==> config.mk <==
export PLATFORM = sky130hd
export DESIGN_NAME = serial_subtractor
export DESIGN_NICKNAME = d
export VERILOG_FILES = /design/src/rtl/serial_subtractor.sv
export SDC_FILE = /design/constraint.sdc
export NUM_CORES = 1
export LEC_CHECK = 0
export BUFFER_PORTS_ARGS = -buffer_cell sky130_fd_sc_hd__buf_2
export CAP_MARGIN = 10
export CORE_MARGIN = 4
export CORE_UTILIZATION = 54
export DETAILED_ROUTE_END_ITERATION = 8
export PLACE_DENSITY = 0.78
export SETUP_SLACK_MARGIN = 0.15
export SYNTH_ARGS = -nofsm -noshare
export SYNTH_HDL_FRONTEND = slang
export SYNTH_SLANG_ARGS = --single-unit
==> constraint.sdc <==
create_clock -name clk -period 1.9 [get_ports clk]
set_clock_uncertainty 0.1 [all_clocks]
set_input_delay 0 -clock clk [delete_from_list [all_inputs] [get_ports clk]]
set_output_delay 0 -clock clk [all_outputs]
set_load 0.02 [all_outputs]
==> src/rtl/serial_subtractor.sv <==
// serial_subtractor: bit-serial (a - b - b_in) mod 2^WIDTH, LSB first, with start/busy/done handshake
module serial_subtractor #(
   parameter int WIDTH = 8
) (
   input  logic             clk,
   input  logic             rst,
   input  logic             start,
   input  logic [WIDTH-1:0] a,
   input  logic [WIDTH-1:0] b,
   input  logic             b_in,
   output logic             busy,
   output logic             done,
   output logic [WIDTH-1:0] d,
   output logic             b_out,
   output logic             eq
);
   localparam int CW = $clog2(WIDTH + 1);
   localparam logic [1:0] IDLE = 2'd0, SHIFT = 2'd1, DONE = 2'd2;
   logic [1:0] state_q, state_d;
   logic [WIDTH-1:0] a_q, a_d, b_q, b_d, sh_q, sh_d, dif_q, dif_d, top, sh_n;
   logic [CW-1:0] cnt_q, cnt_d;
   logic br_q, br_d, bo_q, bo_d, eq_q, eq_d, di, brn, last, accept, shifting, fin;
   always_comb begin
      di = a_q[0] ^ b_q[0] ^ br_q;
      brn = (~a_q[0] & b_q[0]) | (~(a_q[0] ^ b_q[0]) & br_q);
      top = '0;
      top[WIDTH-1] = di;
      sh_n = (sh_q >> 1) | top;
      shifting = state_q == SHIFT;
      last = cnt_q == CW'(WIDTH - 1);
      fin = shifting && last;
      accept = start && !shifting;
      state_d = accept ? SHIFT : shifting ? (last ? DONE : SHIFT) : IDLE;
      a_d = accept ? a : shifting ? a_q >> 1 : a_q;
      b_d = accept ? b : shifting ? b_q >> 1 : b_q;
      br_d = accept ? b_in : shifting ? brn : br_q;
      cnt_d = accept ? '0 : shifting ? cnt_q + CW'(1) : cnt_q;
      sh_d = accept ? '0 : shifting ? sh_n : sh_q;
      dif_d = fin ? sh_n : dif_q;
      bo_d = fin ? brn : bo_q;
      eq_d = fin ? sh_n == '0 : eq_q;
   end
   always_ff @(posedge clk) begin
      if (rst) begin
         state_q <= IDLE;
         a_q <= '0;
         b_q <= '0;
         sh_q <= '0;
         cnt_q <= '0;
         br_q <= 1'b0;
         dif_q <= '0;
         bo_q <= 1'b0;
         eq_q <= 1'b1;
      end else begin
         state_q <= state_d;
         a_q <= a_d;
         b_q <= b_d;
         sh_q <= sh_d;
         cnt_q <= cnt_d;
         br_q <= br_d;
         dif_q <= dif_d;
         bo_q <= bo_d;
         eq_q <= eq_d;
      end
   end
   assign busy = state_q == SHIFT;
   assign done = state_q == DONE;
   assign d = dif_q;
   assign b_out = bo_q;
   assign eq = eq_q;
endmodule

==> flow_metrics.tcl, run 1 <==
set metrics [dict create \
    ir_drop_v 0.0004228 \
    start_kind "register" \
    root_buffer "clkbuf_4" \
    post-route-min-period_ns 1.613 \
    cts.clk_slew.worst_paths_ns 0.12 \
    drtAntennaViolNets 0 \
    vias 1420 \
    critPathMaxFanout 24 \
    p_leak_nw 0.8518 \
    avgSynthCellArea_um2 9.233 \
    initial_core_util 0.5890 \
    synth_cells 182 \
    grt_pass1_wl_mm 6.223 \
    tightest_slew_ns 0.5435 \
    post-route-period-util 0.8492 \
    die_y_um 63.79 \
    clkLatencyLatePin_ns 0.36 \
    antenna_found_initial 0 \
    hp-class "input port to register" \
    power.internal_mw 1.110 \
    yosysWarningCount 0 \
    cellPowerDensity_nw_per_um2 740.3 \
    rows 19 \
    status "finished clean" \
    core_um2 2853 \
    wl_mm 3.560 \
    syn_nets 204 \
    gr-total-overflow 0 \
    synth_top_area_share 0.4765 \
    final_layout_size_suffix_gt1_frac 0.2061 \
    syn_to_final_growth_pct 21.82 \
    drt_iter0_markers 60 \
    synth.area.top_cells "dfxtp_1, mux2i_1, a211oi_1, a21oi_1, nand2_1" \
    drt_pass1_iterations 4 \
    path_class "register to register" \
    netlist_area_um2 1680 \
    dieArea_um2 4069 \
    critical_path_required_ns 2.06 \
    setup_viol 0 \
    rsz0062_at_grt "false" \
    die_x_um 63.79 \
    finalNonFillerCells 259 \
    finalInstanceArea_um2 2047 \
    dp.cells 233 \
    ios 32 \
    htreeDepth 2 \
    clk_path_buf_depth 2 \
    relSlewSlack 0.6377 \
    wire_per_inst_um 13.75 \
    synth_largest_area_cell "dfxtp_1" \
    fmax_ghz 0.6198 \
    seq_power_share 0.590 \
    maxSlewViolCount 0 \
    fillers 222 \
    hpwl_mm 2.325 \
    clock-sinks 40 \
    place_area_um2 1802 \
    critPathCaptureType "register" \
    arrival_ns 1.78 \
    yosys_register_bits 40 \
    clock_power_share 0.272 \
    place.gp.congestion 0.8422 \
    sw_frac_of_total 0.2675 \
    p_comb_frac 0.139 \
    drc_errors 0 \
    grt_pass1_vias 1349 \
    final_core_util 0.7175 \
    hold_viol_final 0 \
    synth_cell_types 29 \
    grt.total_usage 0.1980 \
    diodes 0 \
    fin_nets 250 \
    yosysSeqAreaShare 0.4765 \
    numPortBuffers 31 \
    cap_viol_max_count 0 \
    viasPerCell 5.483 \
    reg2reg_slack_ns 0.29 \
    fin_setup_tns_ns 0 \
    grt_max_degree 25 \
    cts_tree "yes" \
    cts_buffers 5 \
    switchingPower_uw 405.4 \
    post_cts_buffers 0 \
]
## cells in the mapped netlist (all sizes together)
cell and number:
nor4 2, fa 1, a21oi 19, nand3 9
or3 1, o211a 1, and3b 1, dfxtp 40
nand2b 1, nand2 18, a211oi 17, a21o 1
nor2b 1, nor3 4, buf 15, ha 1
xor2 1, xnor2 1, inv 3, o21ai 9
nor2 18, nand3b 2, mux2i 16
## timing repair
item / in CTS / in global routing
gates resized for setup: 0 / 3
endpoints found under the setup margin: 0 / 1
hold buffers: 19 / 0
endpoints found under the hold margin: 17 / 0
## critical path, cell delays in order (launching register included)
cell and delay (ns):
dfxtp_1 0.33, nand2b_2 0.23, inv_4 0.21, nor3_1 0.08, dlygate4sd3_1 0.57
## final timing paths
check,startpoint,endpoint,cells past startpoint
min,start,state_q[0],3
min reg2reg,d[3],d[3],2
max,state_q[1],b_q[7],4
max reg2reg,state_q[1],b_q[7],4
## sequential cells by signal, summed over array words and instances (netlist names)
name and flops:
b_q 8, eq 1, br_q 1, a_q 8, cnt_q 4, b_out 1
d 8, sh_q 7, state_q 2
## stage by stage
step | total power [mW] | setup WS (ns) | hold WS [ns]
after global placement | 1.080 | 0.3969 | 0.1908
after detailed placement | 1.089 | 0.3665 | 0.2000
after floorplan | 1.052 | 0.4430 | -0.02290
after CTS | 1.522 | 0.1671 | 0.05309
after global routing | 1.599 | 0.1992 | 0.07989
final | 1.515 | 0.2866 | 0.07312
## kinds of logic after synthesis
| group | after synthesis | share of synthesized area |
|---|---|---|
| simple gates | 57 | 0.1549 |
| flops | 40 | 0.4765 |
| buf+inv | 18 | 0.06775 |
| mux | 16 | 0.09531 |
| xor+xnor | 2 | 0.01043 |
| fa+ha+maj | 2 | 0.01936 |
| compound gates | 47 | 0.1757 |
## layout make-up
class | count | area (um2) | area share
clock buffer | 5 | 37.54 | 0.01834
clock inverter | 2 | 12.51 | 0.006112
inverter | 3 | 13.76 | 0.006724
multi-input combinational | 124 | 768.2 | 0.3753
sequential | 40 | 800.8 | 0.3912
tap | 31 | 38.79 | 0.01895
timing repair buffer | 54 | 375.4 | 0.1834
## power by group through the flow
stage               registers, mW  clock network [mW]  logic (mW)
floorplan                   0.907                   0       0.145
CTS                         0.893               0.422       0.207
detailed placement          0.913                   0       0.177
global route                0.899               0.465       0.235
finish                      0.894               0.412       0.210
global placement            0.910                   0       0.169
## placed cells by master (no fill, tap or decap), drive strengths merged
cell type and n:
a211oi 17, nand2b 1, clkbuf 5, inv 3, dlygate4sd3 19, a21o 1, o211a 1, xor2 1
nand2 18, and3b 1, a21oi 19, nor3 4, mux2i 16, ha 1, buf 35, nand3 9
clkinv 1, fa 1, nand3b 2, nor2 18, nor4 2, o21ai 9, xnor2 1, clkinvlp 1
nor2b 1, dfxtp 40, or3 1
## per-layer routing
layer / track usage / vias up / wire [um]
li1: - / 732 / -
met1: 0.2407 / 641 / 1626
met2: 0.3148 / 40 / 1689
met3: 0.05954 / 7 / 168
met4: 0.1051 / 0 / 75
met5: 0 / - / 0
(Power assumes the default switching activity.)
==> run 2: changes to the inputs <==
clock period = 1.65 ns   (was 1.9 ns; I/O delays follow)
==> run 2 against run 1 <==
Compared with the run above: routed wire length increased by 14%; maximum frequency increased by 9.6%; global-route usage up 1.1 points; non-clock buffer count increased by 2; sequential power is 15% higher; register-to-register slack worse by 0.11 ns; setup slack worse by 0.11 ns; combinational power rose by 28%; critical path type unchanged.
==> flow_metrics.tcl, run 2 (same netlist as run 1, synthesis figures left out) <==
set metrics [dict create \
    finalInstanceArea_um2 2113 \
    rsz0062_at_grt "true" \
    die_y_um 63.79 \
    wl_mm 4.062 \
    fin_setup_tns_ns 0 \
    place_area_um2 1802 \
    drt_iter0_markers 106 \
    setup_viol 0 \
    mostFrequentLayoutCells "dfxtp_1, buf_2, dlygate4sd3_1" \
    root_buffer "clkbuf_4" \
    die_x_um 63.79 \
    place.gp.congestion 0.8301 \
    finalNonFillerCells 264 \
    tightest_slew_ns 0.6000 \
    clk_path_buf_depth 2 \
    sw_frac_of_total 0.2635 \
    post-route-period-util 0.8920 \
    use_met1 0.2503 \
    clkLatencyLatePin_ns 0.35 \
    use_met3 0.06130 \
    cts.clk_slew.worst_paths_ns 0.11 \
    viasPerCell 5.735 \
    grt_pass1_wl_mm 6.693 \
    totalPowerFinal_mw 1.823 \
    final_core_util 0.7408 \
    hold_viol_final 0 \
    final_layout_size_suffix_gt1_frac 0.2446 \
    path_class "register to register" \
    numPortBuffers 31 \
    drt_pass1_iterations 4 \
    dp.cells 233 \
    rows 19 \
    grt_pass1_vias 1478 \
    ir_drop_v 0.0007664 \
    cts_tree "yes" \
    antenna_found_initial 0 \
    critical_path_required_ns 1.84 \
    drc_errors 0 \
    hp-class "input port to register" \
    critPathMaxFanout 2 \
    ios 32 \
    cellPowerDensity_nw_per_um2 862.5 \
    setup_slack_ns 0.1781 \
    post-route-min-period_ns 1.472 \
    hpwl_mm 2.386 \
    critPathCaptureType "register" \
    diodes 0 \
    grt_max_degree 25 \
    vias 1514 \
    grt_use_met2 0.3587 \
    p_leak_nw 0.8761 \
    maxSlewViolCount 0 \
    hold_ws_ns 0.03470 \
    drtAntennaViolNets 0 \
    fmax_ghz 0.6794 \
    cts_buffers 5 \
    switchingPower_uw 480.3 \
    clock-sinks 40 \
    start_kind "register" \
    busiest_layer "met2" \
    wire_per_inst_um 15.39 \
    dieArea_um2 4069 \
    seq_power_share 0.566 \
    grt.total_usage 0.2090 \
    fin_nets 254 \
    arrival_ns 1.66 \
    power.internal_mw 1.342 \
    status "finished clean" \
    final_common_cell "dfxtp_1" \
    initial_core_util 0.5890 \
    htreeDepth 2 \
    core_um2 2853 \
    clock_power_share 0.287 \
    syn_to_final_growth_pct 25.76 \
    relSlewSlack 0.5987 \
    dp_worst_setup_slack_ns 0.06984 \
    cap_viol_max_count 0 \
    gr-total-overflow 0 \
    p_comb_frac 0.147 \
]
-- run 2: cell types whose count changed in the layout (fill, tap and decap cells not counted), sizes merged --
cell    before  now
buf         35   37
clkbuf       5    7
and3b        1    2
clkinv       1    2
inv          3    2
-- run 2: worst max-delay path, cell delays in order, from the launching register on --
cell and delay (ns):
dfxtp_2 0.35, inv_2 0.05, fa_1 0.51, nor4_2 0.18, nand2_1 0.09, a21oi_1 0.14
-- run 2: worst paths after layout --
path | startpoint | to | slack, ns | cells past startpoint
max | b_q[0] | eq | 0.18 | 5
min | rst | sh_q[2] | 0.03 | 3
max reg2reg | b_q[0] | eq | 0.18 | 5
min reg2reg | d[2] | d[2] | 0.38 | 2
-- run 2: timing repair --
item                                   in CTS  in global routing
pin swaps                                   1                  3
endpoints found under the hold margin      26                  0
cloned                                      0                  2
gates resized for setup                     3                  9
setup buffers                               1                  1
setup endpoints to repair                   3                 23
hold buffers                               19                  0
-- run 2: power by group through the flow --
stage / clock, mW / combinational (mW) / sequential, mW
6_report: 0.523 / 0.268 / 1.03
5_1_grt: 0.565 / 0.296 / 1.04
4_1_cts: 0.529 / 0.256 / 1.03
3_5_place_dp: 0 / 0.207 / 1.05
3_3_place_gp: 0 / 0.196 / 1.05
2_1_floorplan: 0 / 0.167 / 1.04
-- run 2: cell type report --
cell class	count	area (um2)
Clock buffer	7	55.05
Clock inverter	1	7.507
Fill cell	216	739.5
Inverter	3	16.27
Multi-Input combinational cell	125	794.5
Sequential cell	40	802.0
Tap cell	31	38.79
Timing Repair Buffer	56	394.1
Timing Repair inverter	1	5.005
-- run 2: per-layer routing --
| metal | share of wire | vias to the layer above |
|---|---|---|
| li1 | - | 743 |
| met1 | 0.42 | 718 |
| met2 | 0.49 | 45 |
| met3 | 0.062 | 8 |
| met4 | 0.020 | 0 |
| met5 | 0 | - |
